File: config.mk
export PLATFORM = sky130hd
export DESIGN_NAME = sample_tick_generator
export DESIGN_NICKNAME = d
export VERILOG_FILES = /design/src/rtl/sample_tick_generator_pkg.sv /design/src/rtl/sample_tick_generator_divisor_sanitiser.sv /design/src/rtl/sample_tick_generator.sv
export SDC_FILE = /design/constraint.sdc
export NUM_CORES = 1
export LEC_CHECK = 0
export ABC_AREA = 1
export CAP_MARGIN = 20
export CORE_MARGIN = 2
export CORE_UTILIZATION = 25
export CTS_CLUSTER_DIAMETER = 120
export DETAILED_ROUTE_END_ITERATION = 12
export GPL_ROUTABILITY_DRIVEN = 0
export SLEW_MARGIN = 20
export SYNTH_ARGS = -nofsm -noshare
export SYNTH_HDL_FRONTEND = slang
export SYNTH_SLANG_ARGS = --single-unit
File: constraint.sdc
create_clock -name clk -period 3.44 [get_ports clk]
set_input_delay 0.688 -clock clk [delete_from_list [all_inputs] [get_ports clk]]
set_output_delay 0.688 -clock clk [all_outputs]
set_load 0.005 [all_outputs]
File: src/rtl/sample_tick_generator_pkg.sv
// Shared audio timing package: tick FSM state encoding and divisor defaults.
package sample_tick_generator_pkg;
   typedef enum logic [1:0] {IDLE, RUN, PAUSE} tick_state_t;

   localparam int unsigned DEFAULT_DIVISOR     = 1136;
   localparam int unsigned MIN_DIVISOR_DEFAULT = 2;
endpackage

File: src/rtl/sample_tick_generator_divisor_sanitiser.sv
// divisor_sanitiser: combinational clamp of a requested period up to MIN_DIVISOR.
module divisor_sanitiser
   import sample_tick_generator_pkg::*;
#(
   parameter int          WIDTH       = 32,
   parameter int unsigned MIN_DIVISOR = MIN_DIVISOR_DEFAULT
) (
   input  logic [WIDTH-1:0] divisor_in,
   output logic [WIDTH-1:0] divisor_out
);
   localparam logic [WIDTH-1:0] MIN_V = WIDTH'(MIN_DIVISOR);

   assign divisor_out = (divisor_in < MIN_V) ? MIN_V : divisor_in;
endmodule

File: src/rtl/sample_tick_generator.sv
// sample_tick_generator: one-cycle sample_tick every active_divisor clocks.
// Define SAMPLE_DIV_CLK_EN to add the 50%-duty div_clk output.
module sample_tick_generator
   import sample_tick_generator_pkg::*;
#(
   parameter int          WIDTH       = 32,
   parameter int unsigned MIN_DIVISOR = MIN_DIVISOR_DEFAULT
) (
   input  logic             clk,
   input  logic             reset,
   input  logic             enable,
   input  logic             restart,
   input  logic [WIDTH-1:0] frequency_divisor,
   output logic             sample_tick,
   output logic [WIDTH-1:0] active_divisor,
   output logic [15:0]      tick_count
`ifdef SAMPLE_DIV_CLK_EN
  ,output logic             div_clk
`endif
);
   tick_state_t      state;
   logic [WIDTH-1:0] cnt;
   logic [WIDTH-1:0] s_div;
   logic             terminal;

   divisor_sanitiser #(.WIDTH(WIDTH), .MIN_DIVISOR(MIN_DIVISOR)) u_sanitiser (
      .divisor_in  (frequency_divisor),
      .divisor_out (s_div)
   );

   assign terminal = (cnt == active_divisor - WIDTH'(1));

   always_ff @(posedge clk or posedge reset) begin
      if (reset) begin
         state          <= IDLE;
         cnt            <= '0;
         active_divisor <= WIDTH'(MIN_DIVISOR);
         sample_tick    <= 1'b0;
         tick_count     <= '0;
`ifdef SAMPLE_DIV_CLK_EN
         div_clk        <= 1'b0;
`endif
      end else if (restart) begin
         cnt            <= '0;
         active_divisor <= s_div;
         sample_tick    <= 1'b0;
         state          <= enable ? RUN : IDLE;
`ifdef SAMPLE_DIV_CLK_EN
         div_clk        <= 1'b0;
`endif
      end else begin
         case (state)
            IDLE: begin
               sample_tick <= 1'b0;
`ifdef SAMPLE_DIV_CLK_EN
               div_clk     <= 1'b0;
`endif
               if (enable) begin
                  active_divisor <= s_div;
                  cnt            <= '0;
                  state          <= RUN;
               end
            end
            RUN, PAUSE: begin
               if (!enable) begin
                  state       <= PAUSE;
                  sample_tick <= 1'b0;
               end else begin
                  // The resume edge counts like any RUN edge, so a pause
                  // lengthens the period by exactly the paused cycles.
                  state <= RUN;
                  if (terminal) begin
                     cnt            <= '0;
                     sample_tick    <= 1'b1;
                     tick_count     <= tick_count + 16'd1;
                     active_divisor <= s_div;
`ifdef SAMPLE_DIV_CLK_EN
                     div_clk        <= 1'b1;
`endif
                  end else begin
                     cnt         <= cnt + WIDTH'(1);
                     sample_tick <= 1'b0;
`ifdef SAMPLE_DIV_CLK_EN
                     if (cnt + WIDTH'(1) == (active_divisor >> 1))
                        div_clk <= 1'b0;
`endif
                  end
               end
            end
            default: state <= IDLE;
         endcase
      end
   end
endmodule

==> results_dict.tcl <==
set metrics [dict create \
    power_density_nw_per_um2 532 \
    wirelength_met1_um 8620 \
    first_iter_violations 318 \
    insertedDiodeCount 0 \
    synth_top_cell_area_share 0.337 \
    switching_share 0.408 \
    async_reset_ff_frac 1.00 \
    dr_wl_met2_um 7470 \
    rsz0062_at_grt "false" \
    portBuffers 84 \
    critical_path_class "reg -> reg" \
    wl_per_cell_um 12.9 \
    cp_cell_sequence "inv_1 > ha_1 > nand3_4 > nor2_1 > nand2_2 > o21ai_2 > nand2_1 > nor2_1 > nand2_1 > nor2_2 > nand2_2 > o21ai_4 > buf_4 > nand3_1 > nand2_1" \
    nNetsFinal 1053 \
    grt_max_degree 65 \
    grt_overflow 0 \
    grtUsageTotal 0.140 \
    yosys-top-cells-area "dfrtp_1 (34%), nand2_1 (19%), nor2_1 (8.9%), nand3_1 (6.8%), inv_1 (6.5%)" \
    path_common_cell "nand2_1" \
    vias 5943 \
    hold_class "reg -> reg" \
    syn_area_um2 6090 \
    tns_ns 0 \
    crit_required_ns 3.73 \
    syn_avg_cell_area_um2 6.58 \
    fin_hold_ws_ns 0.486 \
    wl_met3_um 854 \
    combPwrFrac 0.398 \
    fin_crit_ns 2.88 \
    p_int_uw 2390 \
    hold_violations 0 \
    worstSetupStartpointType "flop" \
    grt_pass1_wl_um 28900 \
    leakagePower_uw 0.00365 \
    drtAntennaViolNets 0 \
    cts_made_buffers 9 \
    cts_tree "done" \
    maxSlewHeadroom 0.472 \
    max_cap_viol_count 0 \
    fin_skew_ns 0.0148 \
    drt_pre_antenna_iters 5 \
    cpPeakStageDelay_ns 0.42 \
    routed_wl_um 17300 \
    tightestPinTransition_ns 0.786 \
    ys_seq_area_frac 0.341 \
    critPathTopFamily "simple AND/OR/NAND/NOR gates" \
    rows 57 \
    synthXorXnorAreaFrac 0.0863 \
    seq_power_share 0.346 \
    crit_fanout 34 \
    ys_ff_latch 83 \
    worst_ep_arrival_time_ns 3.17 \
    synth_ff_type "dfrtp_1" \
    die_y_um 160 \
    syn_inst 925 \
    final_layout_size_suffix_gt1_frac 0.0629 \
    worstSkewPairLatency_ns 0.36 \
    synthMuxAreaShare 0 \
    clock-sinks 83 \
    slowest_stage "dfrtp_1" \
    coreArea_um2 24100 \
    top_layer "met4" \
    start_util 0.253 \
    vias_per_cell 4.43 \
    synth_edf_count 0 \
    status "completed" \
    synthAdderAreaFrac 0.0103 \
    clkTransAtPathRegs_ns 0.07 \
    ir_drop_mv 0.302 \
    area_growth_pct 24.8 \
    cts_buffer_depth 2 \
    power.clock.fraction 0.256 \
    setup_violations 0 \
    antenna_found_initial 0 \
    yosys_warnings 0 \
    crit_path_end_kind "flop" \
    cts_resized 0 \
    drv_slew 0 \
    synth-compound-area-share 0.0349 \
    htreeDepth 3 \
    grt_pass1_vias 5711 \
    critical_path_buf_inv_count 2 \
    ys_types 39 \
    drc 0 \
    synth_top_family_by_area "simple AND/OR/NAND/NOR gates" \
    yosys.area_share.simple 0.439 \
    fmax_ghz 0.347 \
    p_switching_uw 1650 \
    dieArea_um2 25600 \
    postSynthNetCount 966 \
    io_pins 85 \
    hold_buffers 0 \
    die_w_um 160 \
    cts-root-buf "clkbuf_16" \
    hpwl_um 13400 \
    yosysTopAreaCell "dfrtp_1" \
    dpl-instance-area_um2 7290 \
    final_cell_area_um2 7600 \
    finalCritPeriodShare 0.839 \
    cts_setup_buffers 0 \
]
## tightest hold or removal path, stage by stage, from the launching register on
cell     delay [ns]
dfrtp_1        0.35
nand2_1        0.05
nand2_1        0.05
## final cells by class
| cell class | instances | area (um^2) |
|---|---|---|
| Clock buffer | 10 | 239 |
| Clock inverter | 6 | 71.3 |
| Fill cell | 2648 | 16500 |
| Inverter | 112 | 422 |
| Multi-Input combinational cell | 714 | 3470 |
| Sequential cell | 83 | 2080 |
| Tap cell | 324 | 405 |
| Timing Repair Buffer | 92 | 913 |
## flip-flops by register name, indices dropped and copies added, names as in the netlist
signal,cells
cnt,32
sample_tick,1
active_divisor,32
state,2
tick_count,16
## placed cells by master (no fill, tap or decap), types with 5 or more instances in the layout
cell and instances:
nand2_1 309, nor2_1 144, inv_1 105, clkdlybuf4s50_1 84
nand3_1 83, dfrtp_1 82, xor2_1 40, nand4_1 24
xnor2_1 20, nor4_1 11, nor3_1 11, nor2_2 10
o21ai_0 10, clkbuf_16 9, nand2_2 8, buf_4 7
inv_2 5, nand3b_1 5, a21oi_1 5, ha_1 5
## kinds of logic (layout without fill, tap and decap cells)
family,Yosys count,in the layout
simple gates,616,616
compound gates,33,33
flops,83,83
xor+xnor,60,60
buf+inv,128,220
fa+ha+maj,5,5
## per-stage QoR
step	cells	worst slack [ns]	power, uW	util
after floorplan	925	0.617	2400	-
after global placement	1325	0.579	3010	0.302
after detailed placement	1325	0.493	3020	0.302
after CTS	1341	0.533	4080	0.315
after global routing	1341	0.301	4370	0.315
final	1341	0.555	4040	0.315
## power by group through the flow
stage | sequential [uW] | clock, uW | combinational [uW]
after floorplan | 1330 | 0 | 1070
after CTS | 1390 | 1070 | 1620
after global routing | 1430 | 1110 | 1830
final | 1400 | 1030 | 1610
after global placement | 1420 | 0 | 1600
after detailed placement | 1410 | 0 | 1610
## routing by layer
| layer | up-vias | global-route usage |
|---|---|---|
| met2 | 152 | 0.217 |
| met3 | 22 | 0.0265 |
| met5 | - | 0 |
| met1 | 2689 | 0.196 |
| li1 | 3080 | - |
| met4 | 0 | 0.0426 |
## synthesized netlist by cell type (5+ instances only)
cell      count
xor2_1       40
inv_1       106
nand2_2       8
a21oi_1       5
xnor2_1      20
nand3b_1      5
o21ai_0      10
buf_6         6
dfrtp_1      82
nand3_1      83
clkbuf_1      6
nor2_2       10
nor3_1       11
nor2_1      144
nor4_1       11
nand4_1      24
inv_2         5
nand2_1     309
ha_1          5
## worst paths after layout
kind | from | to | slack [ns] | cells after the start
hold reg to reg | sample_tick | sample_tick | 0.49 | 2
hold / removal | sample_tick | sample_tick | 0.49 | 2
setup reg to reg | active_divisor[0] | active_divisor[31] | 0.56 | 15
max in group asynchronous | reset | active_divisor[1] | 2.10 | 3
setup / recovery | active_divisor[0] | active_divisor[31] | 0.56 | 15
min in group asynchronous | reset | tick_count[11] | 0.64 | 2
Note: power is estimated with default switching activity, not from simulation.
